==> config.mk <==
export PLATFORM = sky130hd
export DESIGN_NAME = instruction_fetch
export DESIGN_NICKNAME = d
export VERILOG_FILES = /design/src/rtl/instruction_fetch.sv
export SDC_FILE = /design/constraint.sdc
export NUM_CORES = 1
export LEC_CHECK = 0
export CORE_MARGIN = 10
export CORE_UTILIZATION = 48
export DETAILED_ROUTE_END_ITERATION = 8
export PLACE_DENSITY = 0.9
export SYNTH_ARGS = -nofsm -noshare
export SYNTH_HDL_FRONTEND = slang
export SYNTH_SLANG_ARGS = --single-unit
==> constraint.sdc <==
create_clock -name clk -period 4 [get_ports clk]
set_clock_uncertainty 0.15 [all_clocks]
set_input_delay 1.2 -clock clk [delete_from_list [all_inputs] [get_ports clk]]
set_output_delay 1.2 -clock clk [all_outputs]
set_load 0.05 [all_outputs]
==> src/rtl/instruction_fetch.sv <==
// instruction_fetch: fetch stage feeding decode.
// Holds the PC, issues one imem read at a time over a req/rvalid handshake of variable latency
// and presents the returned instruction with its PC under a valid/ready handshake to decode.
// Later stages may redirect the PC; halt stops new requests without cancelling one in flight.
//
// Ports:
//   clk, rst                      rising-edge clock, synchronous active-high reset
//   imem_req, imem_addr           one-cycle read request and its word address (= pc)
//   imem_rdata, imem_rvalid       read response, exactly one per request
//   if_valid, if_instr, if_pc     instruction and its PC offered to decode
//   if_pred_jump                  fetch already followed the jump in if_instr
//   id_ready                      decode accepts this cycle
//   redirect, redirect_pc         load a new PC and squash wrong-path work
//   halt                          level: no new requests while high
//
// Build option: define JUMP_PREDECODE_EN to follow J/JAL targets at capture time.
// Without it the PC always steps by one and if_pred_jump is tied low.

module instruction_fetch #(
  parameter int unsigned       ADDR_W   = 32,
  parameter logic [ADDR_W-1:0] RESET_PC = '0
) (
  input  logic              clk,
  input  logic              rst,
  output logic              imem_req,
  output logic [ADDR_W-1:0] imem_addr,
  input  logic [31:0]       imem_rdata,
  input  logic              imem_rvalid,
  output logic              if_valid,
  output logic [31:0]       if_instr,
  output logic [ADDR_W-1:0] if_pc,
  output logic              if_pred_jump,
  input  logic              id_ready,
  input  logic              redirect,
  input  logic [ADDR_W-1:0] redirect_pc,
  input  logic              halt
);

  typedef enum logic [1:0] {StFetch, StWait, StHold} state_e;

  state_e            state_q, state_d;
  logic [ADDR_W-1:0] pc_q, pc_d;
  logic              discard_q, discard_d;
  logic              req_q, req_d;
  logic              valid_q, valid_d;
  logic [31:0]       instr_q, instr_d;
  logic [ADDR_W-1:0] ifpc_q, ifpc_d;
  logic [ADDR_W-1:0] next_pc;
  logic              is_jump;

`ifdef JUMP_PREDECODE_EN
  logic pj_q, pj_d;

  // J (0x02) and JAL (0x03) carry a 26-bit word target within the current region.
  always_comb begin
    is_jump = (imem_rdata[31:26] == 6'h2) || (imem_rdata[31:26] == 6'h3);
    next_pc = is_jump ? {pc_q[ADDR_W-1:26], imem_rdata[25:0]} : pc_q + ADDR_W'(1);
  end
`else
  always_comb begin
    is_jump = 1'b0;
    next_pc = pc_q + ADDR_W'(1);
  end
`endif

  always_comb begin
    state_d   = state_q;
    pc_d      = pc_q;
    discard_d = discard_q;
    req_d     = 1'b0;
    valid_d   = valid_q;
    instr_d   = instr_q;
    ifpc_d    = ifpc_q;
`ifdef JUMP_PREDECODE_EN
    pj_d      = pj_q;
`endif

    // req_q marks the cycle a request is actually on the bus; it is decided one edge ahead
    // from the halt level so the output stays registered.
    case (state_q)
      StFetch: begin
        if (req_q) state_d = StWait;
        else       req_d   = !halt;
      end
      StWait: begin
        if (imem_rvalid) begin
          if (discard_q) begin
            discard_d = 1'b0;
            state_d   = StFetch;
            req_d     = !halt;
          end else begin
            instr_d = imem_rdata;
            ifpc_d  = pc_q;
            valid_d = 1'b1;
            pc_d    = next_pc;
            state_d = StHold;
`ifdef JUMP_PREDECODE_EN
            pj_d    = is_jump;
`endif
          end
        end
      end
      StHold: begin
        if (id_ready) begin
          valid_d = 1'b0;
          state_d = StFetch;
          req_d   = !halt;
        end
      end
      default: state_d = StFetch;
    endcase

    // Redirect overrides the normal flow; an outstanding request must still drain its response.
    if (redirect) begin
      pc_d    = redirect_pc;
      valid_d = 1'b0;
      case (state_q)
        StFetch: begin
          if (req_q) begin
            state_d   = StWait;
            discard_d = 1'b1;
          end else begin
            state_d = StFetch;
            req_d   = !halt;
          end
        end
        StWait: begin
          if (imem_rvalid) begin
            state_d   = StFetch;
            discard_d = 1'b0;
            req_d     = !halt;
          end else begin
            state_d   = StWait;
            discard_d = 1'b1;
          end
        end
        default: begin
          state_d   = StFetch;
          discard_d = 1'b0;
          req_d     = !halt;
        end
      endcase
    end
  end

  always_ff @(posedge clk) begin
    if (rst) begin
      state_q   <= StFetch;
      pc_q      <= RESET_PC;
      discard_q <= 1'b0;
      req_q     <= 1'b0;
      valid_q   <= 1'b0;
      instr_q   <= '0;
      ifpc_q    <= '0;
    end else begin
      state_q   <= state_d;
      pc_q      <= pc_d;
      discard_q <= discard_d;
      req_q     <= req_d;
      valid_q   <= valid_d;
      instr_q   <= instr_d;
      ifpc_q    <= ifpc_d;
    end
  end

`ifdef JUMP_PREDECODE_EN
  always_ff @(posedge clk) begin
    if (rst) pj_q <= 1'b0;
    else     pj_q <= pj_d;
  end
  assign if_pred_jump = pj_q;
`else
  assign if_pred_jump = 1'b0;
`endif

  assign imem_req  = req_q;
  assign imem_addr = pc_q;
  assign if_valid  = valid_q;
  assign if_instr  = instr_q;
  assign if_pc     = ifpc_q;

endmodule

==> results of run 1 <==
## critical path, delay by kind of cell
family | cells | cell delay [ns]
compound gates | 2 | 0.38
buf+inv | 3 | 1.32
simple gates | 2 | 0.29
## per-stage QoR
step                      cell area, sq um    util  setup WS, ns  hold WS, ns
after floorplan                       4502       -         1.153       0.3416
after global placement                6211  0.6754        0.5909       0.2911
after detailed placement              6211  0.6754        0.5067       0.2968
after CTS                             6376  0.6933        0.8686       0.3104
after global routing                  6376  0.6933        0.7941       0.3224
final                                 6376  0.6933        0.8736       0.3094
## layer usage
layer / global-route usage / wire length, um / up-vias
met5: 0 / 0 / -
met4: 0.07414 / 316 / 0
met2: 0.3588 / 7514 / 230
met1: 0.2623 / 6083 / 2330
met3: 0.06881 / 1553 / 30
li1: - / - / 2350
## Yosys cell counts, types with 5 or more instances
cell,number
a211oi_1,12
a21oi_1,69
a32oi_1,5
and3_1,8
and4_1,6
buf_1,8
clkbuf_1,31
dfxtp_1,101
inv_1,8
nand2_1,146
nand3_1,23
nand4_1,21
nor2_1,31
nor3_1,12
nor4_1,10
o21ai_0,15
or3_1,5
xnor2_1,6
xor2_1,5
## logic make-up (layout without fill, tap and decap cells)
logic type      count (synthesis)  in the layout  share of synthesized area
xor+xnor                       11             11                    0.02140
buf+inv                        51            198                    0.04558
simple gates                  286            286                     0.2999
flops                         101            101                     0.4491
other cells                     1              1                  0.0008330
compound gates                130            130                     0.1782
mux                             1              1                   0.002224
fa+ha+maj                       1              1                   0.002779
## power groups by stage
| stage | sequential [W] | clock, W | combinational, W |
|---|---|---|---|
| 2_1_floorplan | 0.00124 | 0 | 0.000113 |
| 3_3_place_gp | 0.00112 | 0 | 0.000404 |
| 3_5_place_dp | 0.00112 | 0 | 0.000410 |
| 4_1_cts | 0.00110 | 0.000586 | 0.000412 |
| 5_1_grt | 0.00111 | 0.000634 | 0.000435 |
| 6_report | 0.00110 | 0.000583 | 0.000411 |
## layout make-up
class | count | area, sq um
Fill cell | 752 | 2820
Multi-Input combinational cell | 430 | 2291
Sequential cell | 101 | 2022
Timing Repair Buffer | 175 | 1729
Tap cell | 111 | 138.9
Clock buffer | 11 | 131.4
Clock inverter | 4 | 33.78
Inverter | 8 | 30.03
## state kept, by name, indices dropped and copies added, names as in the netlist
name and count:
if_pc 32, discard_q 1, imem_addr 32, imem_req 1, if_valid 1, if_instr 32
state_q 2
## final timing paths
check	slack [ns]	end	from
worst max register to register	1.69	imem_addr[19]	state_q[1]
worst min register to register	0.31	if_instr[25]	if_instr[25]
worst min-delay path	0.31	if_instr[25]	if_instr[25]
worst max-delay path	0.87	imem_addr[19]	imem_rvalid
==> metrics.cfg, run 1 <==
[status]
status=finished, final reports clean

[worst_hold_path]
whs_path_depth=2
min_path_type=reg2reg

[die]
die_w_um=116.8
dieArea_sq_um=13650
row_count=35
core-area_sq_um=9196
ios=169
die_h_um=116.8
start_util=0.4895

[placed_design]
hpwl_um=11390
gp_congestion=0.8873
dpl.cell_count=825
io_buffers=167

[pwr]
clockPowerShare=0.278
p_leak_nw=2.097
power.total_w=0.002097
vdd_drop_max_mv=0.2257
p_int_w=0.001439
power_density_nw_per_um2=328.9
pwr-share-comb=0.196
power_frac_seq=0.526
power.net_switching_w=0.0006575
sw_frac_of_total=0.3136

[logic_synthesis]
synthCells=582
synth-seq-cells=101
ys_warn_count=0
synth_area_leader_cell=dfxtp_1
synth_fp_nets=653
synthArstFlopShare=0
synth_area_sq_um=4502
netlist.area_leader.share=0.4491
synthTopCellsByArea=dfxtp_1 (45%), nand2_1 (12%), a21oi_1 (7.7%), nand4_1 (2.9%), clkbuf_1 (2.6%)
synth_top_flop_cell=dfxtp_1
yosysSeqAreaShare=0.4491
synth_edf_count=0
postSynthAreaPerCell_sq_um=7.735
yosysUniqueCellTypes=51

[worst_setup_path]
critPathMaxStageDelay_ns=0.61
path_cells=clkdlybuf4s50_1 -> nand4bb_4 -> buf_4 -> nor4_1 -> buf_4 -> a211o_1 -> o2111a_1
critPathMaxFanout=75
endpoint_kind=flip-flop
slowest_stage=buf_4
crit_path_frequent_cell=buf_4
ff2ff_path_depth=6
timing.setup.critical_path_class=in2reg
start_kind=primary input
required_ns=4.11
arrival_ns=3.24

[clocking]
htreeDepth=3
cts_root_buf=clkbuf_8
clock_latency_ns=0.37
cts_made_buffers=9
post_cts_buffers=0
cts_tree=built
cts.sinks=101
hold_buffers=0
clock_tree.buffer_depth=2
cts_resized=0
clk_pin_slew_ns=0.10

[global_route]
grtUsageTotal=0.2176
grt-ovfl-total=0
grt_pass1_vias=4686
grt_first_pass_wirelength_um=23910
antenna_found_initial=0
grt_max_degree=76

[routing]
via_count=4940
postRouteAntennaNets=0
drt_iter0_markers=366
dr.pass1.iters=5
wirelength_um=15470
drc_errors=0
wl_per_cell_um=18.41
via_per_inst=5.881

[finish]
final_cell_mix=clkdlybuf4s50_1 (166), nand2_1 (146), dfxtp_1 (101), a21oi_1 (69), nor2_1 (31)
finish.net_count=796
instances_no_fill=840
diodes=0
area_growth_pct=41.63
drive_above_1_share=0.03978
layout_commonest_cell=clkdlybuf4s50_1

[sta]
finalSetupViolCount=0
slew_viol_final=0
fmax_mhz=319.9
fin_crit_sh=0.7816
hold_viol=0
tns_ns=0
rsz0062_at_grt=false
fin_crit_ns=3.126
worstMarginPinSlew_ns=0.7899
maxSlewHeadroom=0.4734

[job]
drv_cap=0

Power figures use the tool's default switching activity.
==> run 2, diff against run 1 <==
--- a/config.mk
+++ b/config.mk
@@ -6,9 +6,9 @@
 export NUM_CORES = 1
 export LEC_CHECK = 0
 export CORE_MARGIN = 10
-export CORE_UTILIZATION = 48
+export CORE_UTILIZATION = 40
 export DETAILED_ROUTE_END_ITERATION = 8
-export PLACE_DENSITY = 0.9
+export PLACE_DENSITY = 0.8
 export SYNTH_ARGS = -nofsm -noshare
 export SYNTH_HDL_FRONTEND = slang
 export SYNTH_SLANG_ARGS = --single-unit
==> constraint.sdc (replaced) <==
create_clock -name clk -period 2.6 [get_ports clk]
set_clock_uncertainty 0.15 [all_clocks]
set_input_delay 0.78 -clock clk [delete_from_list [all_inputs] [get_ports clk]]
set_output_delay 0.78 -clock clk [all_outputs]
set_load 0.05 [all_outputs]
==> run 2 against run 1 <==
First-iteration DRC count is 6.8% lower. Sequential power is 53% higher. Combinational power rose by 66%. Worst setup slack lost 0.85 ns. Critical path type is now reg2out. Largest power group unchanged.
==> metrics.cfg, run 2 (synthesis gave the netlist of run 1 again) <==
[routing]
wl_per_cell_um=18.23
via_count=4974
wirelength_um=16370
via_per_inst=5.539
drt_iter0_markers=341
drc_errors=0
dr.pass1.iters=5
postRouteAntennaNets=0

[global_route]
grt_max_degree=44
grt-ovfl-total=0
grtUsageTotal=0.1965
antenna_found_initial=0
grt_first_pass_wirelength_um=26160
grt_pass1_vias=4991

[sta]
maxSlewHeadroom=0.5894
hold_viol=0
finalSetupViolCount=0
fin_hold_ws_ns=0.3060
rsz0062_at_grt=false
worstMarginPinSlew_ns=0.6103
fin_crit_ns=2.571
slew_viol_final=0
fmax_mhz=388.9
tns_ns=0
fin_crit_sh=0.9890

[worst_setup_path]
path_depth=1
endpoint_kind=output pin
critical_path.endpoint=imem_addr[20]
required_ns=1.67
start_kind=flip-flop
startpoint=imem_addr[20]
path_cells=clkdlybuf4s50_1
critPathTopFamily=buffers and inverters
reg2reg_slack_ns=0.35
worstReg2RegEnd=imem_addr[30]
critPathMaxFanout=6
cp_num_buf_inv=1
rr_startpoint=imem_addr[17]
ff2ff_path_depth=4
slowest_stage=clkdlybuf4s50_1
timing.setup.critical_path_class=reg2out
arrival_ns=1.64
critPathMaxStageDelay_ns=0.85

[finish]
diodes=0
finish.net_count=824
nFillCells=987
area_growth_pct=49.94
layout_commonest_cell=nand2_1
final_cell_mix=nand2_1 (146), clkdlybuf4s50_1 (141), dfxtp_1 (101), a21oi_1 (69), buf_4 (56)
drive_above_1_share=0.1029
ff_latch_area_sq_um=2022
multi_input_area_sq_um=2292
instances_no_fill=898

[die]
die_w_um=126.1
dieArea_sq_um=15900
core-area_sq_um=10940
ios=169
row_count=38
die_h_um=126.1
start_util=0.4117

[placed_design]
io_buffers=167
dpl.cell_count=882
hpwl_um=12210
gp_congestion=0.8729

[clocking]
clk_pin_slew_ns=0.07
cts_tree=built
clock_tree.buffer_depth=2
cts_made_buffers=9
cts.sinks=101
cts_root_buf=clkbuf_16
cts_resized=0
clock_latency_ns=0.34
hold_buffers=0
htreeDepth=3
post_cts_buffers=0

[worst_hold_path]
min_path_type=reg2reg

[pwr]
power.total_w=0.003807
vdd_drop_max_mv=0.3801
power_density_nw_per_um2=564.0
p_leak_nw=2.401

[status]
status=finished, final reports clean

[job]
drv_cap=0

## run 2: cell count changes in the layout (fill, tap and decap cells not counted), sizes merged
cell	previous run	this run
inv	10	9
buf	9	57
dlymetal6s2s	0	5
bufinv	0	2
clkdlybuf4s50	166	141
clkinv	1	0
clkinvlp	1	2
## run 2: stage by stage
| step | area [sq um] | util | setup slack (ns) |
|---|---|---|---|
| 2_1_floorplan | 4502 | - | 0.1732 |
| 3_3_place_gp | 6420 | 0.5871 | -0.3077 |
| 3_5_place_dp | 6420 | 0.5871 | -0.3599 |
| 4_1_cts | 6736 | 0.6160 | 0.003211 |
| 5_1_grt | 6750 | 0.6173 | 0.02000 |
| 6_report | 6750 | 0.6173 | 0.02853 |
## run 2: area by class of cell
| type | count | area share |
|---|---|---|
| Multi-Input combinational cell | 430 | 0.3396 |
| Sequential cell | 101 | 0.2995 |
| Timing Repair Buffer | 203 | 0.2836 |
| Clock buffer | 11 | 0.03448 |
| Tap cell | 140 | 0.02595 |
| Clock inverter | 5 | 0.01242 |
| Inverter | 8 | 0.004449 |
## run 2: how the worst min path moves through the flow
stage / from / to / slack (ns) / cells after the start
3_5_place_dp: if_pc[18] / if_pc[18] / 0.30 / 2
2_1_floorplan: discard_q / discard_q / 0.34 / 2
6_report: if_pc[27] / if_pc[27] / 0.31 / 2
4_1_cts: if_pc[18] / if_pc[18] / 0.31 / 2
3_3_place_gp: if_pc[21] / if_pc[21] / 0.29 / 2
5_1_grt: if_pc[27] / if_pc[27] / 0.33 / 2
## run 2: power breakdown
group	internal (W)	switching, W
sequential	0.00161	0.0000726
combinational	0.000275	0.000408
clock	0.000848	0.000596
## run 2: worst register-to-register path: stages (launching register included)
cell	delay [ns]
dfxtp_1	0.51
nand4_1	0.35
or2_2	0.46
o311ai_0	0.45
nand3_1	0.18
## run 2: metal layers
metal  track usage  wire [um]  part of all wire  vias to the layer above
met5             0          0                 0                        -
met4       0.05023        208             0.013                        0
met3       0.07131       1455             0.089                       19
met2        0.3353       7955              0.49                      210
met1        0.2280       6750              0.41                     2339
li1              -          -                 -                     2406
==> run 3, diff against run 2 <==
--- a/config.mk
+++ b/config.mk
@@ -5,10 +5,12 @@
 export SDC_FILE = /design/constraint.sdc
 export NUM_CORES = 1
 export LEC_CHECK = 0
+export CAP_MARGIN = 10
 export CORE_MARGIN = 10
 export CORE_UTILIZATION = 40
 export DETAILED_ROUTE_END_ITERATION = 8
 export PLACE_DENSITY = 0.8
+export SKIP_LAST_GASP = 1
 export SYNTH_ARGS = -nofsm -noshare
 export SYNTH_HDL_FRONTEND = slang
 export SYNTH_SLANG_ARGS = --single-unit
==> results of run 3 <==
Same layout as run 2: the final DEF is identical, and so are final timing and power.
